--- src/rtl/wb_xbar_ctrl.sv ---
// Single-master Wishbone crossbar controller: decodes the top address nibble to one of NS
// slaves, runs one transaction at a time and terminates it with ack, err (miss/timeout) or abort.
module wb_xbar_ctrl #(
    parameter int DW  = 32,
    parameter int AW  = 32,
    parameter int NS  = 8,
    parameter int TMO = 255
) (
    input  logic                clk,
    input  logic                rst,
    input  logic                m_cyc_i,
    input  logic                m_stb_i,
    input  logic                m_we_i,
    input  logic [AW-1:0]       m_adr_i,
    input  logic [DW/8-1:0]     m_sel_i,
    input  logic [DW-1:0]       m_dat_i,
    output logic [DW-1:0]       m_dat_o,
    output logic                m_ack_o,
    output logic                m_err_o,
    output logic [NS-1:0]       s_cyc_o,
    output logic [NS-1:0]       s_stb_o,
    output logic                s_we_o,
    output logic [AW-1:0]       s_adr_o,
    output logic [DW/8-1:0]     s_sel_o,
    output logic [DW-1:0]       s_dat_o,
    input  logic [NS*DW-1:0]    s_dat_i,
    input  logic [NS-1:0]       s_ack_i
);

    localparam int CW = (TMO > 0) ? $clog2(TMO + 1) : 1;
    localparam logic [CW-1:0] TMO_C = CW'(TMO);

    typedef enum logic [1:0] {S_IDLE, S_REQ, S_RESP, S_ERR} state_t;

    state_t             r_state;
    state_t             w_state_next;
    logic [AW-1:0]      r_adr;
    logic               r_we;
    logic [DW/8-1:0]    r_sel;
    logic [DW-1:0]      r_dat;
    logic [DW-1:0]      r_rdata;
    logic [3:0]         r_idx;
    logic [CW-1:0]      r_cnt;

    logic [3:0]         w_req_idx;
    logic               w_hit;
    logic               w_req;
    logic [NS-1:0]      w_sel_oh;
    logic [DW-1:0]      w_sdat [NS];
    logic [DW-1:0]      w_rdata;
    logic               w_ack;
    logic               w_timeout;

    assign w_req_idx = m_adr_i[AW-1:AW-4];
    assign w_hit     = ({1'b0, w_req_idx} < 5'(NS));
    assign w_req     = m_cyc_i && m_stb_i;

    // A latched miss index matches no slave, so the one-hot select is all zero on ERR.
    generate
        for (genvar gi = 0; gi < NS; gi++) begin : g_slave
            assign w_sel_oh[gi] = (r_idx == 4'(gi));
            assign w_sdat[gi]   = s_dat_i[gi*DW +: DW];
        end
    endgenerate

    always_comb begin
        w_rdata = '0;
        for (int i = 0; i < NS; i++) begin
            if (w_sel_oh[i]) begin
                w_rdata = w_rdata | w_sdat[i];
            end
        end
    end

    assign w_ack     = |(s_ack_i & w_sel_oh);
    assign w_timeout = (TMO != 0) && (r_cnt == TMO_C);

    always_ff @(posedge clk) begin
        if (!rst) begin
            r_state <= S_IDLE;
        end else begin
            r_state <= w_state_next;
        end
    end

    // Abort outranks ack, which outranks timeout.
    always_comb begin
        w_state_next = r_state;
        case (r_state)
            S_IDLE: begin
                if (w_req) begin
                    w_state_next = w_hit ? S_REQ : S_ERR;
                end
            end
            S_REQ: begin
                if (!m_cyc_i) begin
                    w_state_next = S_IDLE;
                end else if (w_ack) begin
                    w_state_next = S_RESP;
                end else if (w_timeout) begin
                    w_state_next = S_ERR;
                end
            end
            S_RESP:  w_state_next = S_IDLE;
            S_ERR:   w_state_next = S_IDLE;
            default: w_state_next = S_IDLE;
        endcase
    end

    always_ff @(posedge clk) begin
        if (!rst) begin
            r_adr   <= '0;
            r_we    <= 1'b0;
            r_sel   <= '0;
            r_dat   <= '0;
            r_idx   <= '0;
            r_cnt   <= '0;
            r_rdata <= '0;
        end else begin
            if (r_state == S_IDLE && w_req) begin
                r_adr <= m_adr_i;
                r_we  <= m_we_i;
                r_sel <= m_sel_i;
                r_dat <= m_dat_i;
                r_idx <= w_req_idx;
                r_cnt <= '0;
            end else if (r_state == S_REQ && r_cnt != TMO_C) begin
                r_cnt <= r_cnt + CW'(1);
            end
            if (r_state == S_REQ && m_cyc_i && w_ack && !r_we) begin
                r_rdata <= w_rdata;
            end
        end
    end

    assign s_cyc_o = (r_state == S_REQ) ? w_sel_oh : '0;
    assign s_stb_o = (r_state == S_REQ) ? w_sel_oh : '0;
    assign s_we_o  = r_we;
    assign s_adr_o = r_adr;
    assign s_sel_o = r_sel;
    assign s_dat_o = r_dat;
    assign m_dat_o = r_rdata;
    assign m_ack_o = (r_state == S_RESP);
    assign m_err_o = (r_state == S_ERR);

endmodule

--- config.mk ---
export PLATFORM = sky130hd
export DESIGN_NAME = wb_xbar_ctrl
export DESIGN_NICKNAME = d
export VERILOG_FILES = /design/src/rtl/wb_xbar_ctrl.sv
export SDC_FILE = /design/constraint.sdc
export NUM_CORES = 1
export LEC_CHECK = 0
export ABC_CLOCK_PERIOD_IN_PS = 1750
export BUFFER_PORTS_ARGS = -buffer_cell sky130_fd_sc_hd__buf_2
export CORE_AREA = 2 2 178 180
export DETAILED_ROUTE_END_ITERATION = 6
export DIE_AREA = 0 0 180 182
export PLACE_DENSITY = 0.48
export SETUP_SLACK_MARGIN = 0.3
export SLEW_MARGIN = 5
export SYNTH_ARGS = -nofsm -noshare
export SYNTH_HDL_FRONTEND = slang
export SYNTH_SLANG_ARGS = --single-unit
--- constraint.sdc ---
create_clock -name clk -period 1.75 [get_ports clk]
set_input_delay 0.2625 -clock clk [delete_from_list [all_inputs] [get_ports clk]]
set_output_delay 0.2625 -clock clk [all_outputs]
set_load 0.05 [all_outputs]
Yosys cells after proc, flatten, opt, wreduce, memory -nomap -nowiden
Cells that the tools add are included. W data, S select, Z words.

Bits in registers: 115. Latch bits: 0. Bits in writable memories: 0. ROM bits: 0. Bits of input ports: 337. Output and inout bits: 119. Memories: 0.

Add/subtract/negate cells: 1. Multiply operators: 0. Div/mod/pow operators: 0. Magnitude comparators: 1. Equality and inequality tests: 14. Shift operators: 0. Muxes and demuxes: 15. Bitwise logic cells: 9. Reductions and logical operators: 13.

Operator list (count): $mux W32 (8); $or A32 B32 Y32 (7); $eq A4 B3 Y1 const B (4); $mux W2 (5); $add A8 B1 Y8 const B (1); $and A8 B8 Y8 (1); $eq A4 B2 Y1 const B (2); $eq A8 B8 Y1 const B (1); $mux W8 (1); $ne A8 B8 Y1 const B (1); $reduce_or A8 Y1 (1); $logic_and A1 B1 Y1 (6); $pmux W2 S3 (1); $eq A2 B2 Y1 const B (2); $eq A4 B1 Y1 const B (1); $logic_not A4 Y1 (1); $lt A4 B4 Y1 const B (1); $ne A4 B4 Y1 const B (1); $reduce_or A2 Y1 (2); $eq A2 B1 Y1 const B (1); $logic_not A2 Y1 (1); $ne A2 B2 Y1 const B (1); $reduce_and A2 Y1 (1); $logic_not A1 Y1 (1); $not A1 Y1 (1).

Logic depth before layout (Yosys ltp)
Gate-level depths: netlist of run 1.

Depth in word-level cells: 16. Mapped depth: 7. Mapped depth without buffers: 5.

Worst setup path before layout of run 1
Ideal clock, no wire load.

Path type: reg2out. Start: register s_adr_o[28] (netlist name). End: output s_stb_o[1]. Arrival: 2.493 ns. Slack: -1.005 ns. Cell stages (with the launch flop): 7. Cell sequence: dfxtp_1 > buf_2 > buf_2 > buf_2 > nand2_1 > nor2_1 > buf_4.

RTL lines: end, declared (RTL line 21) `output logic [NS-1:0] s_stb_o,`.

==> results of run 1 <==
area by class of cell:
type	count	area, um2	area share (%)
Antenna cell	4	10.01	0.09067
Multi-Input combinational cell	560	4428	40.11
Inverter	1	3.754	0.03400
Clock inverter	6	62.56	0.5667
Clock buffer	10	229.0	2.074
Timing Repair Buffer	537	3552	32.18
Sequential cell	111	2251	20.39
Tap cell	402	503.0	4.556
kinds of logic (layout without fill, tap and decap cells):
family | Yosys count | in the layout
xor+xnor | 2 | 2
flops | 111 | 111
simple gates | 210 | 210
fa+ha+maj | 1 | 1
mux | 165 | 165
other cells | 0 | 4
buf+inv | 74 | 554
compound gates | 182 | 182
worst reg2reg max path, cell delays in order (launching register included):
cell and delay (ns):
dfxtp_4 0.36, or3b_4 0.42, buf_4 0.17, o22ai_4 0.20, o21ai_4 0.08, buf_12 0.14
clkbuf_16 0.19, mux2i_1 0.14
synthesized netlist by cell type, drive strengths merged:
master / count / area share [%]
nor3: 3 / 0.24
nor4bb: 1 / 0.16
o2111ai: 1 / 0.14
o31ai: 2 / 0.24
inv: 1 / 0.059
ha: 1 / 0.20
nand2b: 1 / 0.099
nand3: 2 / 0.16
and4bb: 1 / 0.20
nor2b: 2 / 0.20
or3: 4 / 0.40
nand4: 2 / 0.20
or4: 2 / 0.24
o21ai: 37 / 3.0
a21oi: 6 / 0.48
or3b: 2 / 0.28
mux2i: 165 / 26
nand2: 174 / 10
o21a: 1 / 0.12
clkbuf: 45 / 2.7
nand4bb: 1 / 0.18
a21boi: 69 / 8.2
xor2: 2 / 0.28
dfxtp: 111 / 35
nand3b: 2 / 0.24
and2: 2 / 0.20
nor2: 11 / 0.65
buf: 28 / 2.8
o22ai: 66 / 6.7
metal layers:
layer	track usage (%)	wire [um]	vias to the layer above
li1	-	-	3602
met4	5.106	504	4
met1	20.00	12430	3488
met2	30.22	16030	311
met3	5.415	2309	26
met5	0	30	-
placed cells by master, fill, tap and decap left out, drive strengths merged, types with 3 or more instances in the layout:
| master | n |
|---|---|
| bufbuf | 3 |
| nor3 | 3 |
| buf | 529 |
| o22ai | 66 |
| nor2 | 11 |
| diode | 4 |
| or3 | 4 |
| clkinv | 3 |
| o21ai | 37 |
| inv | 4 |
| clkbuf | 15 |
| dfxtp | 111 |
| mux2i | 165 |
| nand2 | 174 |
| a21boi | 69 |
| a21oi | 6 |
final timing paths:
kind                                          startpoint                  endpoint  cells after the start
worst max-delay path            s_adr_o[30]$_SDFFE_PN0P_                s_cyc_o[2]                      4
worst min-delay path                         m_adr_i[17]  s_adr_o[17]$_SDFFE_PN0P_                      3
worst max register to register  s_adr_o[29]$_SDFFE_PN0P_   m_dat_o[8]$_SDFFE_PN0P_                      7
worst min register to register   s_adr_o[6]$_SDFFE_PN0P_   s_adr_o[6]$_SDFFE_PN0P_                      2
flip-flops by register name, indices dropped and copies added, names as in the netlist:
| register | flops |
|---|---|
| s_we_o | 1 |
| s_dat_o | 32 |
| m_dat_o | 32 |
| s_sel_o | 4 |
| s_adr_o | 32 |
| r_cnt | 8 |
| r_state | 2 |
through the flow:
step | hold WS, ns | setup slack (ns)
after global placement | 0.4375 | 0.07732
after floorplan | 0.3871 | -0.1343
after global routing | 0.1074 | -0.1349
after detailed placement | 0.4415 | 0.04942
final | 0.1226 | -0.08745
after CTS | 0.1034 | -0.1024
power groups by stage:
stage	clock network, W	logic, W	registers [W]
2_1_floorplan	0	0.000699	0.00302
3_3_place_gp	0	0.00170	0.00272
3_5_place_dp	0	0.00171	0.00272
4_1_cts	0.00231	0.00194	0.00266
5_1_grt	0.00237	0.00224	0.00267
6_report	0.00218	0.00211	0.00266
what timing repair did:
action / CTS / global route
hold endpoints to repair: 0 / 0
endpoints found under the setup margin: 80 / 128
setup buffers: 21 / 6
pin swaps: 27 / 6
resized for setup: 101 / 138
cloned: 8 / 6
==> flow_summary.json, run 1 <==
{
  "status": "finished, violations left",
  "violations": "setup timing",
  "critical-path-max-stage-delay_ns": 0.43,
  "grt_pass1_wl_um": 43100,
  "ys_ff_latch": 111,
  "hold_viol": 0,
  "max_freq_mhz": 544.2,
  "powerDensity_nw_per_um2": 629.3,
  "fin_crit_sh_pct": 105.0,
  "viasPerCell": 4.556,
  "endpoint_kind": "output port",
  "syn_inst": 745,
  "rsz0062_at_grt": "yes",
  "nets": 1558,
  "rrSetupSlack_ns": -0.05,
  "first_pass_iters": 5,
  "utilization_pct": 35.63,
  "slew_viol_final": 0,
  "cap_violations": 0,
  "synth_compound_area_share_pct": 18.89,
  "core_area_um2": 30990,
  "syn_area_per_cell_um2": 8.481,
  "fillers": 3273,
  "worst_slew_pin_slew_ns": 0.3110,
  "synth_top_family_by_area": "multiplexers",
  "swShare_pct": 34.23,
  "dr.first_iter.drc_count": 242,
  "finalPower_w": 0.006947,
  "cp_num_buf_inv": 2,
  "clkLatencyLatePin_ns": 0.36,
  "cts_made_buffers": 9,
  "dieArea_um2": 32760,
  "cp.required_ns": 1.49,
  "arrival_ns": 1.57,
  "place_inst": 1570,
  "peakVddDrop_mv": 0.3887,
  "drive_above_1_share_pct": 55.92,
  "routed_wl_um": 31310,
  "fin_skew_ns": 0.01221,
  "die_h_um": 182,
  "synth-seq-area-share_pct": 35.17,
  "avgRoutedWirePerCell_um": 19.20,
  "tritoncts": "yes",
  "setup_tns_ns": -1.472,
  "layout_setup_ws_ns": -0.08745,
  "antenna_found_initial": 7,
  "internal_power_w": 0.004569,
  "gp_congestion": 0.8579,
  "p_seq_share_pct": 38.3,
  "combinationalPowerShare_pct": 30.3,
  "crit_chain": "or3b_4, buf_12, nor2_4, buf_6",
  "dpl.hpwl_um": 21430,
  "syn_area_um2": 6319,
  "overflow": 0,
  "drcViolationCount": 0,
  "ant_nets": 0,
  "leakage_nw": 5.127,
  "yosysUniqueCellTypes": 35,
  "vias": 7431,
  "holdBufCountCts": 0,
  "synth_xor_area_share_pct": 0.2772,
  "synth_adder_area_share_pct": 0.1980,
  "slowest_stage": "or3b_4",
  "clockBufferDepth": 2,
  "grt_max_degree": 68,
  "p_sw_w": 0.002378,
  "cp_max_fo": 5,
  "syn_to_final_growth_pct": 74.71,
  "relSlewSlack_pct": 78.68,
  "track_usage_pct": 17.21,
  "stdcell_count": 1631,
  "die_w_um": 180,
  "setup_viol": 36,
  "min-delay-path-class": "input pin to flop",
  "ios": 456,
  "first_global_vias": 7182,
  "critPathLaunchType": "flop",
  "final_area_um2": 11040,
  "synth_mux_area_share_pct": 26.14,
  "start_util_pct": 20.39,
  "period_minus_slack_ns": 1.837,
  "clock-root-buffer": "clkbuf_16",
  "place.port_buffers": 455,
  "yosysWarnings": 0,
  "clkSinkCount": 111,
  "critical_path_class": "flop to output port",
  "num_rows": 65,
  "clkSlewWorstSetupHoldPaths_ns": 0.09,
  "synth-simple-area-share_pct": 13.76,
  "power.share.clock_pct": 31.4,
  "placed_cell_area_um2": 9351,
  "critical_path.top_delay_family": "simple AND/OR/NAND/NOR gates",
  "h-tree-depth": 3,
  "synth_nets": 1083
}
Power figures use the tool's default switching activity.
==> run 2, diff against run 1 <==
Settings changed: ABC_AREA from default to 1, CORE_AREA 2 2 178 180 to 5 5 174 176, DIE_AREA 0 0 180 182 to 0 0 179 181, PLACE_DENSITY 0.48 to 0.52.
==> run 2 against run 1 <==
The flow still finishes with violations (setup timing); register-to-register slack improved by 0.03 ns; synthesized cell count up 52%; utilization rose by 3.3 points; total power rose by 7.7%; wire length is 20% higher; via count rose by 22%; global-route usage increased by 3.6 points; first-iteration DRC count rose by 120%.
==> flow_summary.json, run 2 <==
{
  "dpl.hpwl_um": 27010,
  "vias": 9100,
  "stdcell_count": 2014,
  "yosysWarnings": 0,
  "holdBufCountCts": 0,
  "num_rows": 62,
  "drive_above_1_share_pct": 41.32,
  "synth_top_family_by_area": "simple AND/OR/NAND/NOR gates",
  "synth_xor_area_share_pct": 0.4006,
  "arrival_ns": 1.54,
  "violations": "setup timing",
  "h-tree-depth": 3,
  "setup_tns_ns": -0.2516,
  "place_inst": 1933,
  "tritoncts": "yes",
  "worst_slew_pin_slew_ns": 0.3288,
  "final_cell_mix": "buf_2, nand2_1, nor2_1, nand3_1, dfxtp_1",
  "syn_to_final_growth_pct": 68.85,
  "status": "finished, violations left",
  "nets": 1957,
  "max_freq_mhz": 555.2,
  "cts_made_buffers": 9,
  "endpoint_kind": "output port",
  "rsz0062_at_grt": "yes",
  "syn_area_um2": 6559,
  "synth-seq-area-share_pct": 33.88,
  "first_pass_iters": 5,
  "min-delay-path-class": "input pin to flop",
  "synth-async-reset-ratio_pct": 0,
  "clkSinkCount": 111,
  "relSlewSlack_pct": 77.85,
  "ys_ff_latch": 111,
  "critical-path-max-stage-delay_ns": 0.38,
  "cp.required_ns": 1.49,
  "gp_congestion": 0.9589,
  "period_minus_slack_ns": 1.801,
  "ys.flop_type": "dfxtp_1",
  "dr.max_layer_used": "met5",
  "clock-root-buffer": "clkbuf_16",
  "cap_violations": 0,
  "routed_wl_um": 37490,
  "critical_path_class": "flop to output port",
  "place_ws_ns": 0.09648,
  "syn_area_per_cell_um2": 5.779,
  "critical_path.top_delay_family": "buffers and inverters",
  "syn_inst": 1135,
  "layout_setup_ws_ns": -0.05123,
  "yosysUniqueCellTypes": 25,
  "overflow": 0,
  "setup_viol": 14,
  "powerDensity_nw_per_um2": 675.6,
  "synth_compound_area_share_pct": 5.341,
  "slowest_stage": "dfxtp_4",
  "peakVddDrop_mv": 0.3951,
  "fillers": 3113,
  "place.port_buffers": 455,
  "grt_pass1_wl_um": 51180,
  "crit_chain": "inv_4, nand2_4, buf_12, nor3_4, buf_6",
  "wl_met3_um": 3576,
  "dieArea_um2": 32400,
  "cp_max_fo": 3,
  "avgRoutedWirePerCell_um": 18.61,
  "final_common_cell": "buf_2",
  "slew_viol_final": 0,
  "synth.area.top_cells": "dfxtp_1, nand2_1, nand3_1",
  "hold_viol": 0,
  "critPathLaunchType": "flop",
  "wl_met2_um": 18280,
  "synth_adder_area_share_pct": 0.1908,
  "start_util_pct": 23.04,
  "core_area_um2": 28470,
  "clockBufferDepth": 2,
  "clkSlewWorstSetupHoldPaths_ns": 0.09,
  "track_usage_pct": 20.83,
  "leakage_nw": 6.163,
  "drcViolationCount": 0,
  "synth_mux_area_share_pct": 0,
  "die_h_um": 181,
  "fin_skew_ns": 0.01138,
  "yosysMostFrequentCell": "nand2_1",
  "clkLatencyLatePin_ns": 0.36,
  "yosysTopAreaCellShare_pct": 33.88,
  "ios": 456,
  "die_w_um": 179,
  "antenna_found_initial": 10,
  "first_global_vias": 8829,
  "synth_common_cells": "nand2_1, nor2_1, nand3_1",
  "synth_largest_area_cell": "dfxtp_1",
  "viasPerCell": 4.518,
  "fin_crit_sh_pct": 102.9,
  "cp_num_buf_inv": 3,
  "dr.first_iter.drc_count": 530,
  "m1WireLength_um": 14430,
  "synth-edff-count": 0,
  "synth-simple-area-share_pct": 49.75,
  "synth_nets": 1473,
  "grt_max_degree": 58,
  "ant_nets": 0
}
run 2: where the power goes:
part / internal (W) / total [W] / switching (W)
registers: 0.00265 / 0.00274 / 0.0000872
logic: 0.000955 / 0.00253 / 0.00158
clock network: 0.00104 / 0.00221 / 0.00116
total: 0.00465 / 0.00748 / 0.00283
run 2: stage by stage:
step           hold WS (ns)  cell area, um2  utilization (%)  power (W)
6_report             0.1161           11070            38.90   0.007481
5_1_grt              0.1049           11070            38.88   0.007904
4_1_cts             0.09453           10460            36.74   0.007468
3_5_place_dp         0.4268            9509            33.40   0.004962
3_3_place_gp         0.4254            9509            33.40   0.004957
2_1_floorplan        0.3961            6775                -   0.004049
run 2: layout make-up:
| cell class | count | area, um2 | area share (%) |
|---|---|---|---|
| antenna | 6 | 15.01 | 0.1356 |
| clock buffer | 9 | 225.2 | 2.034 |
| clock inverter | 7 | 82.58 | 0.7457 |
| inverter | 80 | 335.3 | 3.028 |
| multi-input combinational | 871 | 4059 | 36.65 |
| sequential | 111 | 2246 | 20.28 |
| tap | 384 | 480.5 | 4.338 |
| timing repair buffer | 546 | 3631 | 32.79 |
run 2: repair_timing:
item | 4_1_cts | 5_1_grt
endpoints found under the hold margin | 0 | 0
setup endpoints to repair | 94 | 99
buffers inserted | 26 | 19
resized for setup | 67 | 101
gates cloned | 7 | 7
pin swaps | 20 | 28
run 2: logic make-up after synthesis:
kind of cell | after synthesis
buffers and inverters | 154
adder cells (fa/ha/maj) | 1
AO/OA/AOI/OAI | 70
AND/OR/NAND/NOR | 796
flip-flops | 111
XOR/XNOR | 3
run 2: per-layer routing:
metal | track usage (%) | up-vias
met5 | 0 | -
met4 | 7.246 | 10
met3 | 6.417 | 61
met2 | 36.07 | 421
met1 | 24.13 | 4107
li1 | - | 4501
run 2: worst paths after layout:
path	start	end	slack, ns	depth (start not counted)
setup reg to reg	s_adr_o[28]$_SDFFE_PN0P_	m_dat_o[19]$_SDFFE_PN0P_	-0.02	12
setup / recovery	s_adr_o[31]$_SDFFE_PN0P_	s_cyc_o[7]	-0.05	5
hold reg to reg	s_dat_o[22]$_SDFFE_PN0P_	s_dat_o[22]$_SDFFE_PN0P_	0.45	2
hold / removal	m_dat_i[22]	s_dat_o[22]$_SDFFE_PN0P_	0.12	3
run 2: worst register-to-register path, delay by kind of cell (launching register included):
kind          cells  cell delay [ns]
buf+inv           4             0.47
simple gates      8             0.76
flops             1             0.44
==> run 3, diff against run 2 <==
Settings changed: CORE_AREA 5 5 174 176 to 5 5 172 174, CTS_BUF_LIST from default to sky130_fd_sc_hd__clkbuf_2 sky130_fd_sc_hd__clkbuf_4 sky130_fd_sc_hd__clkbuf_8, DIE_AREA 0 0 179 181 to 0 0 177 179, PLACE_DENSITY 0.52 to 0.53.
==> run 3 against run 2 <==
The run still ends with setup timing left; largest cell class unchanged; clock-buffer cell count grew 1; cell area shrank 0.18%; hold slack lost 0.036 ns; sequential cell count is the same; global-route usage grew 0.30 points; via count shrank 0.79%; critical path depth is the same.
==> flow_summary.json, run 3 (synthesized netlist as in run 2, its figures left out) <==
{
  "status": "finished, violations left",
  "violations": "setup timing",
  "relSlewSlack_pct": 77.38,
  "overflow": 0,
  "dpl.hpwl_um": 26850,
  "start_util_pct": 23.74,
  "final_common_cell": "buf_2",
  "period_minus_slack_ns": 1.814,
  "peakVddDrop_mv": 0.4743,
  "setup_viol": 15,
  "nets": 1964,
  "grt_pass1_wl_um": 51250,
  "viasPerCell": 4.483,
  "core_area_um2": 27630,
  "first_global_vias": 8780,
  "combinationalPowerShare_pct": 36.5,
  "dr.first_iter.drc_count": 449,
  "place.port_buffers": 455,
  "cp_max_fo": 7,
  "powerDensity_nw_per_um2": 621.0,
  "vias": 9028,
  "timing.rr.start": "s_adr_o[31]$_SDFFE_PN0P_",
  "drive_above_1_share_pct": 42.06,
  "grt_max_degree": 71,
  "first_pass_iters": 5,
  "min-delay-path-class": "input pin to flop",
  "power.share.clock_pct": 23.6,
  "ios": 456,
  "clkLatencyLatePin_ns": 0.39,
  "worst_slew_pin_slew_ns": 0.3393,
  "num_rows": 61,
  "startpoint": "s_adr_o[30]$_SDFFE_PN0P_",
  "ant_nets": 0,
  "holdBufCountCts": 0,
  "slew_viol_final": 0,
  "swShare_pct": 39.22,
  "h-tree-depth": 3,
  "cap_violations": 0,
  "antenna_found_initial": 10,
  "endpoint_kind": "output port",
  "die_h_um": 179,
  "cp.required_ns": 1.49,
  "hold_viol": 0,
  "tritoncts": "yes",
  "die_w_um": 177,
  "critical_path_class": "flop to output port",
  "clockBufferDepth": 2,
  "max_freq_mhz": 551.1,
  "rsz0062_at_grt": "yes",
  "clock-root-buffer": "clkbuf_8",
  "min-delay-start": "m_dat_i[11]",
  "routed_wl_um": 35660,
  "arrival_ns": 1.55,
  "critPathLaunchType": "flop",
  "track_usage_pct": 21.13,
  "fin_crit_sh_pct": 103.7,
  "avgRoutedWirePerCell_um": 17.71,
  "layout_setup_ws_ns": -0.06448,
  "clkSlewWorstSetupHoldPaths_ns": 0.12,
  "p_seq_share_pct": 39.9,
  "clkSinkCount": 111,
  "drcViolationCount": 0,
  "syn_to_final_growth_pct": 68.54,
  "hold_slack_ns": 0.08040,
  "setup_tns_ns": -0.5793,
  "fin_skew_ns": 0.02093,
  "final_cell_mix": "buf_2, nand2_1, nor2_1, nand3_1, dfxtp_1",
  "dieArea_um2": 31680,
  "p_sw_w": 0.002692,
  "cts_made_buffers": 9,
  "leakage_nw": 6.096,
  "internal_power_w": 0.004173,
  "gp_congestion": 0.8865
}
run 3: changes by cell type in the layout (fill, tap and decap cells not counted), sizes merged:
cell and change:
buf +12, bufbuf -1, clkbuf -3, clkinvlp +2
diode -1, inv -3
run 3: power groups by stage:
| stage | clock network [W] | logic [W] | registers (W) |
|---|---|---|---|
| 2_1_floorplan | 0 | 0.000826 | 0.00322 |
| 3_3_place_gp | 0 | 0.00218 | 0.00279 |
| 3_5_place_dp | 0 | 0.00218 | 0.00279 |
| 4_1_cts | 0.00175 | 0.00242 | 0.00274 |
| 5_1_grt | 0.00182 | 0.00271 | 0.00276 |
| 6_report | 0.00162 | 0.00250 | 0.00274 |
run 3: repair_timing:
item,CTS,global route
pin swaps,27,21
setup buffers,30,11
setup endpoints to repair,112,114
gates resized for setup,112,84
gates cloned,9,1
endpoints found under the hold margin,0,0
run 3: cell type report:
class	count	area [um2]
fill	3067	16570
multi-input combinational	871	4140
timing repair buffer	553	3657
sequential	111	2245
tap	378	473.0
inverter	80	332.8
clock buffer	10	131.4
clock inverter	6	62.56
antenna	5	12.51
run 3: critical path, stage by stage, from the launching register on:
cell	delay (ns)
dfxtp_4	0.38
nor2_4	0.24
nand2_2	0.10
buf_6	0.12
nor2_4	0.15
buf_8	0.17
run 3: final timing paths:
| kind | end | slack (ns) | cells after the start |
|---|---|---|---|
| max | s_stb_o[1] | -0.06 | 5 |
| min | s_dat_o[11]$_SDFFE_PN0P_ | 0.08 | 3 |
| max reg2reg | m_dat_o[14]$_SDFFE_PN0P_ | -0.01 | 14 |
| min reg2reg | s_dat_o[19]$_SDFFE_PN0P_ | 0.45 | 2 |
run 3: layer usage:
layer	part of all wire [%]	GRT usage, %	vias up
met5	0.22	0	-
li1	-	-	4511
met2	49	36.37	364
met4	2.4	6.512	12
met1	39	25.26	4096
met3	9.0	6.601	45
run 3: through the flow:
stage | instance area, um2 | util, % | std cells | setup WS [ns] | total power [W]
after floorplan | 6775 | - | 1135 | 0.03134 | 0.004049
after global placement | 9589 | 34.71 | 1942 | 0.09852 | 0.004963
after detailed placement | 9589 | 34.71 | 1942 | 0.07593 | 0.004970
after CTS | 10660 | 38.58 | 1997 | -0.08575 | 0.006906
after global routing | 11050 | 40.00 | 2013 | -0.1637 | 0.007284
final | 11050 | 40.01 | 2014 | -0.06448 | 0.006865
